$ cat src/rtl/am_mod_arbiter_if.sv
// Modulator-side bus of am_mod_arbiter: the two voice-path sources with
// their tuning/depth settings, and the registered drive to the AM modulator.
interface am_mod_arbiter_if #(
  parameter int INPUT_WIDTH = 12,
  parameter int PHASE_WIDTH = 32
);
  logic [1:0]             req;
  logic [PHASE_WIDTH-1:0] fre0;
  logic [PHASE_WIDTH-1:0] fre1;
  logic [15:0]            deep0;
  logic [15:0]            deep1;
  logic [INPUT_WIDTH-1:0] wave0;
  logic [INPUT_WIDTH-1:0] wave1;
  logic [1:0]             grant;
  logic                   busy;
  logic [PHASE_WIDTH-1:0] center_fre;
  logic [15:0]            module_deep;
  logic [INPUT_WIDTH-1:0] wave_out;

  // Channel sources / observer side
  modport master (
    output req, fre0, fre1, deep0, deep1, wave0, wave1,
    input  grant, busy, center_fre, module_deep, wave_out
  );

  // Arbiter side
  modport slave (
    input  req, fre0, fre1, deep0, deep1, wave0, wave1,
    output grant, busy, center_fre, module_deep, wave_out
  );
endinterface

$ cat src/rtl/am_mod_arbiter.sv
// Round-robin time-sharing of one AM modulator between two transmit
// channels, with depth ramp-down/ramp-up around every hand-over.
// Optional macro AM_ARB_PREEMPT_EN: ch0 priority, a fresh ch0 request
// pre-empts a ch1 owner and wins the following arbitration.
module am_mod_arbiter #(
  parameter int INPUT_WIDTH = 12,
  parameter int PHASE_WIDTH = 32,
  parameter int SLOT_CYCLES = 48000,
  parameter int RAMP_STEP   = 4096
) (
  input logic              clk_in,
  input logic              RST,
  am_mod_arbiter_if.slave  bus
);

  typedef enum logic [2:0] {IDLE, LOAD, RAMP_UP, ACTIVE, RAMP_DOWN} state_t;

  localparam logic [23:0] SLOT_LAST = 24'(SLOT_CYCLES - 1);
  localparam logic [16:0] STEP17    = 17'(RAMP_STEP);

  state_t                 state_q, state_d;
  logic                   sel_q, sel_d;     // channel chosen by last arbitration
  logic                   last_q, last_d;   // last/current owner
  logic [15:0]            target_q, target_d;
  logic [23:0]            cnt_q, cnt_d;
  logic [1:0]             grant_q, grant_d;
  logic                   busy_q;
  logic [PHASE_WIDTH-1:0] cfre_q, cfre_d;
  logic [15:0]            md_q, md_d;
  logic [INPUT_WIDTH-1:0] wave_q, wave_d;

  logic                   arb_valid, arb_sel;
  logic                   owner_req, other_req, slot_end;
  logic [16:0]            up_sum;
  logic [15:0]            up_val, dn_val;
  logic                   preempt, force_ch0;
  logic [INPUT_WIDTH-1:0] wave_own;

`ifdef AM_ARB_PREEMPT_EN
  logic req0_q, pend_q;

  // Track ch0 request edges and remember a pre-emption until ch0 is loaded
  always_ff @(posedge clk_in) begin
    if (RST) begin
      req0_q <= 1'b0;
      pend_q <= 1'b0;
    end else begin
      req0_q <= bus.req[0];
      if (preempt)
        pend_q <= 1'b1;
      else if (state_q == LOAD)
        pend_q <= 1'b0;
    end
  end

  assign preempt   = last_q && (state_q == RAMP_UP || state_q == ACTIVE) &&
                     bus.req[0] && !req0_q;
  assign force_ch0 = pend_q;
`else
  assign preempt   = 1'b0;
  assign force_ch0 = 1'b0;
`endif

  // Arbitration, ramp arithmetic and slot bookkeeping helpers
  always_comb begin
    arb_valid = |bus.req;
    arb_sel   = 1'b0;
    if (bus.req == 2'b10)
      arb_sel = 1'b1;
    else if (bus.req == 2'b11)
      arb_sel = force_ch0 ? 1'b0 : ~last_q;
    owner_req = last_q ? bus.req[1] : bus.req[0];
    other_req = last_q ? bus.req[0] : bus.req[1];
    slot_end  = (cnt_q == SLOT_LAST);
    up_sum    = {1'b0, md_q} + STEP17;
    up_val    = (up_sum > {1'b0, target_q}) ? target_q : up_sum[15:0];
    dn_val    = ({1'b0, md_q} > STEP17) ? (md_q - STEP17[15:0]) : '0;
    wave_own  = last_q ? bus.wave1 : bus.wave0;
  end

  // State register
  always_ff @(posedge clk_in) begin
    if (RST) state_q <= IDLE;
    else     state_q <= state_d;
  end

  // Next-state logic
  always_comb begin
    state_d = state_q;
    unique case (state_q)
      IDLE:      if (arb_valid) state_d = LOAD;
      LOAD:      state_d = RAMP_UP;
      RAMP_UP: begin
        if (!owner_req || preempt) state_d = RAMP_DOWN;
        else if (up_val == target_q) state_d = ACTIVE;
      end
      ACTIVE: begin
        if (!owner_req || preempt || (slot_end && other_req))
          state_d = RAMP_DOWN;
      end
      RAMP_DOWN: begin
        if (md_q == '0) state_d = arb_valid ? LOAD : IDLE;
      end
      default:   state_d = IDLE;
    endcase
  end

  // Next values of the registered outputs and per-slot context
  always_comb begin
    sel_d    = sel_q;
    last_d   = last_q;
    target_d = target_q;
    cnt_d    = cnt_q;
    grant_d  = grant_q;
    cfre_d   = cfre_q;
    md_d     = md_q;
    wave_d   = '0;
    unique case (state_q)
      IDLE: sel_d = arb_sel;
      LOAD: begin
        cfre_d   = sel_q ? bus.fre1 : bus.fre0;
        target_d = sel_q ? bus.deep1 : bus.deep0;
        grant_d  = sel_q ? 2'b10 : 2'b01;
        last_d   = sel_q;
        cnt_d    = '0;
      end
      RAMP_UP: begin
        wave_d = wave_own;
        // Leaving for RAMP_DOWN holds the current depth for one cycle
        if (state_d != RAMP_DOWN) md_d = up_val;
      end
      ACTIVE: begin
        wave_d = wave_own;
        if (state_d == RAMP_DOWN || slot_end) cnt_d = '0;
        else                                  cnt_d = cnt_q + 24'd1;
      end
      RAMP_DOWN: begin
        wave_d = wave_own;
        md_d   = dn_val;
        if (md_q == '0) begin
          grant_d = '0;
          sel_d   = arb_sel;
        end
      end
      default: ;
    endcase
  end

  // Datapath and output registers
  always_ff @(posedge clk_in) begin
    if (RST) begin
      sel_q    <= 1'b0;
      last_q   <= 1'b1;
      target_q <= '0;
      cnt_q    <= '0;
      grant_q  <= '0;
      busy_q   <= 1'b0;
      cfre_q   <= '0;
      md_q     <= '0;
      wave_q   <= '0;
    end else begin
      sel_q    <= sel_d;
      last_q   <= last_d;
      target_q <= target_d;
      cnt_q    <= cnt_d;
      grant_q  <= grant_d;
      busy_q   <= (state_d != IDLE);
      cfre_q   <= cfre_d;
      md_q     <= md_d;
      wave_q   <= wave_d;
    end
  end

  assign bus.grant       = grant_q;
  assign bus.busy        = busy_q;
  assign bus.center_fre  = cfre_q;
  assign bus.module_deep = md_q;
  assign bus.wave_out    = wave_q;

endmodule

$ cat src/flat_wrapper.sv
// flat-port wrapper written by rule: the top's interface ports become plain ports
module am_mod_arbiter_flat 
#(
  parameter int INPUT_WIDTH = 12,
  parameter int PHASE_WIDTH = 32,
  parameter int SLOT_CYCLES = 48000,
  parameter int RAMP_STEP   = 4096
)
  (clk_in, RST, bus_req, bus_fre0, bus_fre1, bus_deep0, bus_deep1, bus_wave0, bus_wave1, bus_grant, bus_busy, bus_center_fre, bus_module_deep, bus_wave_out);
  am_mod_arbiter_if #(.INPUT_WIDTH(INPUT_WIDTH), .PHASE_WIDTH(PHASE_WIDTH)) bus_i ();
  input logic clk_in;
  input logic RST;
  input wire logic [$bits(bus_i.req)-1:0] bus_req;
  input wire logic [$bits(bus_i.fre0)-1:0] bus_fre0;
  input wire logic [$bits(bus_i.fre1)-1:0] bus_fre1;
  input wire logic [$bits(bus_i.deep0)-1:0] bus_deep0;
  input wire logic [$bits(bus_i.deep1)-1:0] bus_deep1;
  input wire logic [$bits(bus_i.wave0)-1:0] bus_wave0;
  input wire logic [$bits(bus_i.wave1)-1:0] bus_wave1;
  output wire logic [$bits(bus_i.grant)-1:0] bus_grant;
  output wire logic [$bits(bus_i.busy)-1:0] bus_busy;
  output wire logic [$bits(bus_i.center_fre)-1:0] bus_center_fre;
  output wire logic [$bits(bus_i.module_deep)-1:0] bus_module_deep;
  output wire logic [$bits(bus_i.wave_out)-1:0] bus_wave_out;
  assign bus_i.req = bus_req;
  assign bus_i.fre0 = bus_fre0;
  assign bus_i.fre1 = bus_fre1;
  assign bus_i.deep0 = bus_deep0;
  assign bus_i.deep1 = bus_deep1;
  assign bus_i.wave0 = bus_wave0;
  assign bus_i.wave1 = bus_wave1;
  assign bus_grant = bus_i.grant;
  assign bus_busy = bus_i.busy;
  assign bus_center_fre = bus_i.center_fre;
  assign bus_module_deep = bus_i.module_deep;
  assign bus_wave_out = bus_i.wave_out;
  am_mod_arbiter #(.INPUT_WIDTH(INPUT_WIDTH), .PHASE_WIDTH(PHASE_WIDTH), .SLOT_CYCLES(SLOT_CYCLES), .RAMP_STEP(RAMP_STEP)) u_core (.clk_in(clk_in), .RST(RST), .bus(bus_i));
endmodule
$ cat config.mk
export PLATFORM = sky130hd
export DESIGN_NAME = am_mod_arbiter_flat
export DESIGN_NICKNAME = d
export VERILOG_FILES = /design/src/rtl/am_mod_arbiter_if.sv /design/src/rtl/am_mod_arbiter.sv /design/src/flat_wrapper.sv
export SDC_FILE = /design/constraint.sdc
export NUM_CORES = 1
export LEC_CHECK = 0
export CAP_MARGIN = 20
export CORE_AREA = 2 2 111 113
export DETAILED_ROUTE_END_ITERATION = 8
export DIE_AREA = 0 0 113 115
export MAX_ROUTING_LAYER = met4
export PLACE_DENSITY_LB_ADDON = 0.12
export SLEW_MARGIN = 25
export SYNTH_ARGS = -nofsm -noshare
export SYNTH_HDL_FRONTEND = slang
export SYNTH_SLANG_ARGS = --single-unit
$ cat constraint.sdc
create_clock -name clk_in -period 5.19 [get_ports clk_in]
set_input_delay 1.038 -clock clk_in [delete_from_list [all_inputs] [get_ports clk_in]]
set_output_delay 1.038 -clock clk_in [all_outputs]
set_load 0.01 [all_outputs]
==> results.yml, run 1 <==
outcome:
  status: "finished, violations left"
  violations: "design-rule violations"
placed_design:
  dp_slack_ns: 1.64
  gp_congestion: 0.943
  dpl.hpwl_mm: 12.0
  numPortBuffers: 186
  dpl.cell_count: 962
cts:
  clk_pin_slew_worst_paths_ns: 0.07
  cts_resized: 0
  htree_levels: 3
  holdBufCountCts: 0
  cts_tree: "yes"
  cts_setup_buffers: 0
  cts_root_buffer: "clkbuf_16"
  cts.sinks: 108
  clockBufferDepth: 2
  clk_latency_ns: 0.36
  cts_buffers: 9
logic_synthesis:
  netlist_area_sq_um: 5730
  yosysWarnings: 0
  synth_edf_count: 0
  yosysTopAreaCellShare_pct: 37.7
  synthArstFlopShare_pct: 0
  synth_flop_cell: "dfxtp_1"
  yosys-top-cells-area: "dfxtp_1 38%, mux2i_1 13%, a211oi_1 6.6%, nor2_1 5.5%, ha_1 4.4%"
  synth_fp_nets: 812
  synth.distinct_cells: 60
  ys_seq_area_share_pct: 37.7
  syn-mean-instance-area_sq_um: 8.58
  ys_seq_elements: 108
  synth_top_area_cell: "dfxtp_1"
  netlist_instances: 668
power_and_ir_drop:
  peakVddDrop_mv: 0.213
  power.total_mw: 2.49
  powerDensity_nw_per_um2: 315
  power.leakage_nw: 2.91
finish:
  fin_util_pct: 66.9
  layout_common_cells: "185 x clkdlybuf4s50_1, 107 x dfxtp_1, 83 x nor2_1, 74 x mux2i_1, 63 x nand2_1"
  fin_nets: 970
  drive_above_1_share_pct: 3.85
  syn_to_final_growth_pct: 37.9
  stdcell_count: 978
  antenna_cells: 0
  final_common_cell: "clkdlybuf4s50_1"
  fill_cells: 972
global_route:
  grt-ovfl-total: 0
  grt_max_degree: 100
  grt_pass1_wl_mm: 25.8
  grt_antenna_before_repair: 0
  track_usage_pct: 25.7
  grt_pass1_vias: 5271
floorplanning:
  fp.coreArea_sq_um: 11800
  die_area_sq_um: 13000
  die_w_microns: 113
  rows: 40
  dieHeight_microns: 115
  initial_core_util_pct: 48.5
  ios: 187
drt:
  drtAntennaViolNets: 0
  drtIter0Drc: 460
  route.detailed.drc: 2
  firstDrtPassIters: 7
  wl_per_cell_microns: 16.3
  vias: 5411
  routed_via_density: 5.53
  wirelength_mm: 16.0
critical_path:
  worstSetupStartpoint: "u_core.bus.module_deep[12]$_SDFFE_PP0P_"
  critical_path_class: "reg -> reg"
  start_kind: "flop"
  arrival_ns: 3.57
  end_kind: "flop"
  timing.rr.start: "u_core.bus.module_deep[12]$_SDFFE_PP0P_"
  worstPathRequired_ns: 5.47
  critPathMaxFanout: 13
sta:
  slew_headroom_pct: 30.2
  hold_viol_final: 0
  finalSetupViolCount: 0
  setup_slack_ns: 1.90
  final.period_utilization_pct: 63.3
  drv_slew: 0
  tightest_slew_ns: 1.05
  setup_tns_ns: 0
  layout_min_cycle_time_ns: 3.29
  max_freq_mhz: 304
  fin_worst_skew_ns: 0.00831
  rsz0062_at_grt: "false"
run:
  maxCapViolations: 0
hold_path:
  holdCritPathClass: "reg -> reg"
  min_from: "u_core.bus.grant[1]$_SDFFE_PP0P_"
==> kinds of logic (layout without fill, tap and decap cells) <==
logic type	after synthesis	count (layout)	synth area share, %
flip-flops	108	108	37.7
AND/OR/NAND/NOR	235	235	19.8
XOR/XNOR	26	26	3.97
adder cells (fa/ha/maj)	20	20	4.37
buffers and inverters	71	234	5.61
multiplexers	74	74	12.9
AO/OA/AOI/OAI	134	134	15.6
==> synthesized netlist by cell type (all sizes together), types with 11 or more instances <==
library cell / count
nor4: 11
nor2: 84
nand2: 63
nand4: 13
ha: 20
a21oi: 20
nand3: 19
o21ai: 29
clkbuf: 28
mux2i: 74
a211oi: 50
dfxtp: 108
inv: 28
nor3: 12
buf: 14
xnor2: 20
==> metal layers <==
layer | routed length (microns) | up-vias | global-route usage [%]
met2 | 7620 | 212 | 41.0
met1 | 6680 | 2470 | 30.8
met4 | 262 | 0 | 8.62
met3 | 1420 | 21 | 8.54
met5 | 0 | - | -
li1 | - | 2708 | -
==> per-stage QoR <==
step | hold slack [ns] | cell area (sq um)
2_1_floorplan | 0.447 | 5730
3_3_place_gp | 0.460 | 7590
3_5_place_dp | 0.468 | 7590
4_1_cts | 0.479 | 7900
5_1_grt | 0.497 | 7900
6_report | 0.479 | 7900
==> area by class of cell <==
class | instances | area (sq um) | share of cell area (%)
clock buffer | 10 | 239 | 3.02
clock inverter | 6 | 68.8 | 0.871
inverter | 29 | 109 | 1.38
multi-input combinational | 489 | 3260 | 41.3
sequential | 108 | 2160 | 27.4
tap | 147 | 184 | 2.33
timing repair buffer | 189 | 1880 | 23.8
==> where the power goes <==
part	switching, mW	internal [mW]	total (mW)	leakage, nW
Clock	0.323	0.393	0.716	0.155
Combinational	0.380	0.388	0.768	1.88
Sequential	0.0886	0.921	1.01	0.881
Total	0.791	1.70	2.49	2.91
==> worst max-delay path, stage by stage, from the launching register on <==
cell       delay [ns]
dfxtp_1          0.41
ha_1             0.28
xnor2_1          0.33
inv_1            0.08
ha_1             0.29
a21oi_1          0.13
and2b_2          0.21
a2111oi_0        0.51
and3_1           0.41
nand2b_4         0.34
mux2i_1          0.22
==> state kept, by name, summed over array words and instances, names as in the netlist <==
register and cells:
u_core.bus.module_deep 16, u_core.cnt_q 24, u_core.sel_q 1, u_core.bus.wave_out 12, u_core.state_q 3, u_core.bus.busy 1
u_core.last_q 1, u_core.target_q 16, u_core.bus.center_fre 32, u_core.bus.grant 2
==> path summary, 6_finish.rpt <==
kind / to / slack (ns) / cells after the start
max: u_core.bus.module_deep[8]$_SDFFE_PP0P_ / 1.90 / 10
min: u_core.bus.grant[1]$_SDFFE_PP0P_ / 0.48 / 2
max reg2reg: u_core.bus.module_deep[8]$_SDFFE_PP0P_ / 1.90 / 10
min reg2reg: u_core.bus.grant[1]$_SDFFE_PP0P_ / 0.48 / 2
Power figures use the tool's default switching activity.
==> run 2: changes to the inputs <==
--- a/config.mk
+++ b/config.mk
@@ -6,9 +6,9 @@
 export NUM_CORES = 1
 export LEC_CHECK = 0
 export CAP_MARGIN = 20
-export CORE_AREA = 2 2 111 113
+export CORE_AREA = 2 2 120 122
 export DETAILED_ROUTE_END_ITERATION = 8
-export DIE_AREA = 0 0 113 115
+export DIE_AREA = 0 0 122 124
 export MAX_ROUTING_LAYER = met4
 export PLACE_DENSITY_LB_ADDON = 0.12
 export SLEW_MARGIN = 25
==> constraint.sdc (replaced) <==
create_clock -name clk_in -period 2.94 [get_ports clk_in]
set_input_delay 0.588 -clock clk_in [delete_from_list [all_inputs] [get_ports clk_in]]
set_output_delay 0.588 -clock clk_in [all_outputs]
set_load 0.01 [all_outputs]
==> run 2 against run 1 <==
Against the previous run: the run now ends clean; setup slack worse by 1.7 ns; combinational power up 86%; sequential power up 74%; routed wire length up 2.8%; highest routed layer unchanged; register-to-register slack worse by 1.7 ns; clock power up 73%; hold slack better by 0.0018 ns; utilization down 8.0 points; non-clock buffer count up 16.
==> results.yml, run 2 (synthesis gave the netlist of run 1 again) <==
outcome:
  status: "completed"
floorplanning:
  die_area_sq_um: 15100
  ios: 187
  initial_core_util_pct: 41.8
  fp.coreArea_sq_um: 13700
  rows: 43
  die_w_microns: 122
  dieHeight_microns: 124
power_and_ir_drop:
  powerDensity_nw_per_um2: 548
  peakVddDrop_mv: 0.304
  p_int_mw: 3.02
  power.switching_mw: 1.41
  switching_share_pct: 31.8
  seqPwrFrac_pct: 39.8
  power.leakage_nw: 2.97
  p_comb_share_pct: 32.3
  power.total_mw: 4.43
  clkPwrFrac_pct: 28.0
placed_design:
  dpl.hpwl_mm: 12.7
  dpl.cell_count: 1010
  place_area_sq_um: 7740
  gp_congestion: 0.881
  numPortBuffers: 186
sta:
  hold_viol_final: 0
  max_freq_mhz: 360
  slew_headroom_pct: 36.5
  fin_worst_skew_ns: 0.00407
  layout_min_cycle_time_ns: 2.78
  tightest_slew_ns: 0.953
  finalSetupViolCount: 0
  drv_slew: 0
  whs_ns: 0.480
  setup_tns_ns: 0
  final.period_utilization_pct: 94.6
critical_path:
  cpMaxStageDelayCell: "nor4_4"
  r2r-end: "u_core.bus.module_deep[12]$_SDFFE_PP0P_"
  rr_worst_depth: 10
  arrival_ns: 3.06
  critPathMaxFanout: 7
  critPathMostFrequentCell: "ha_1"
  crit_path_cell_trace: "inv_1 -> ha_1 -> ha_1 -> nand3_1 -> nor4_4 -> o311ai_2 -> and3_1 -> buf_4 -> or3_1 -> a31oi_1"
  slowest_delay_ns: 0.38
  critical_path_class: "reg -> reg"
  end_kind: "flop"
  path_buf_inv: 2
  timing.rr.start: "u_core.bus.module_deep[12]$_SDFFE_PP0P_"
  worstPathRequired_ns: 3.22
  critical-path-top-delay-family: "simple AND/OR/NAND/NOR gates"
  worst-r2r-setup-slack_ns: 0.16
  start_kind: "flop"
cts:
  holdBufCountCts: 0
  cts.sinks: 108
  clockBufferDepth: 2
  cts_buffers: 9
  cts_root_buffer: "clkbuf_16"
  clk_pin_slew_worst_paths_ns: 0.07
  htree_levels: 3
  cts_tree: "yes"
  clk_latency_ns: 0.35
finish:
  antenna_cells: 0
  fin_nets: 986
  drive_above_1_share_pct: 6.14
  layout_common_cells: "185 x clkdlybuf4s50_1, 106 x dfxtp_1, 83 x nor2_1, 74 x mux2i_1, 63 x nand2_1"
  syn_to_final_growth_pct: 41.0
  final_common_cell: "clkdlybuf4s50_1"
  largest_register_ffs: 32
  stdcell_area_sq_um: 8080
  stdcell_count: 1027
drt:
  drtAntennaViolNets: 0
  wirelength_mm: 16.4
  wl_per_cell_microns: 16.0
  routed_via_density: 5.34
  firstDrtPassIters: 6
  drtIter0Drc: 321
  route.detailed.drc: 0
  vias: 5485
hold_path:
  worstHoldEndpoint: "u_core.bus.grant[1]$_SDFFE_PP0P_"
  min_from: "u_core.bus.grant[1]$_SDFFE_PP0P_"
  min_path_cells: 2
  holdCritPathClass: "reg -> reg"
global_route:
  grt_pass1_vias: 5400
  grt_pass1_wl_mm: 26.1
  grt_max_degree: 58
  grt_antenna_before_repair: 0
  grt-ovfl-total: 0
  track_usage_pct: 22.7
run:
  maxCapViolations: 0
==> run 2: power groups by stage <==
stage / sequential (mW) / clock, mW / combinational [mW]
final: 1.76 / 1.24 / 1.43
after global routing: 1.78 / 1.32 / 1.58
after CTS: 1.76 / 1.27 / 1.42
after detailed placement: 1.79 / 0 / 1.41
after global placement: 1.79 / 0 / 1.39
after floorplan: 1.81 / 0 / 0.802
==> run 2: timing repair <==
action | CTS | global route
setup endpoints to repair | 0 | 17
endpoints found under the hold margin | 0 | 0
gates resized for setup | 0 | 6
setup buffers | 0 | 1
==> run 2: worst max-delay path by stage <==
| stage | startpoint | endpoint | cells after the start |
|---|---|---|---|
| 6_report | u_core.bus.module_deep[12]$_SDFFE_PP0P_ | u_core.bus.module_deep[12]$_SDFFE_PP0P_ | 10 |
| 5_1_grt | u_core.bus.module_deep[13]$_SDFFE_PP0P_ | u_core.bus.module_deep[12]$_SDFFE_PP0P_ | 11 |
| 4_1_cts | u_core.bus.module_deep[13]$_SDFFE_PP0P_ | u_core.bus.module_deep[4]$_SDFFE_PP0P_ | 10 |
| 3_5_place_dp | u_core.bus.module_deep[13]$_SDFFE_PP0P_ | u_core.bus.module_deep[4]$_SDFFE_PP0P_ | 10 |
| 3_3_place_gp | u_core.bus.module_deep[13]$_SDFFE_PP0P_ | u_core.bus.module_deep[9]$_SDFFE_PP0P_ | 10 |
| 2_1_floorplan | u_core.bus.module_deep[12]$_SDFFE_PP0P_ | u_core.bus.module_deep[10]$_SDFFE_PP0P_ | 13 |
==> run 2: cell type report <==
cell class	instances	area (sq um)
clock buffers	10	229
clock inverters	6	73.8
fillers	1263	5640
inverters	29	109
multi-input cells	489	3280
flip-flops and latches	108	2160
well taps	180	225
repair buffers	205	2000
==> run 2: per-stage QoR <==
step | utilization, % | setup WS [ns]
2_1_floorplan | - | 0.0126
3_3_place_gp | 56.4 | 0.206
3_5_place_dp | 56.4 | 0.0589
4_1_cts | 58.7 | 0.0120
5_1_grt | 58.9 | -0.00730
6_report | 58.9 | 0.159
==> run 2: routing by layer <==
layer / GRT usage, % / share of wire [%] / up-vias
li1: - / - / 2741
met1: 27.0 / 42 / 2537
met2: 37.0 / 48 / 181
met3: 5.27 / 7.1 / 26
met4: 9.91 / 2.4 / 0
met5: - / 0 / -
==> run 2: worst reg2reg max path: stages, from the launching register on <==
cell      delay (ns)
dfxtp_1         0.37
inv_1           0.09
ha_1            0.36
ha_1            0.29
nand3_1         0.14
nor4_4          0.38
o311ai_2        0.17
and3_1          0.23
buf_4           0.16
or3_1           0.34
a31oi_1         0.18
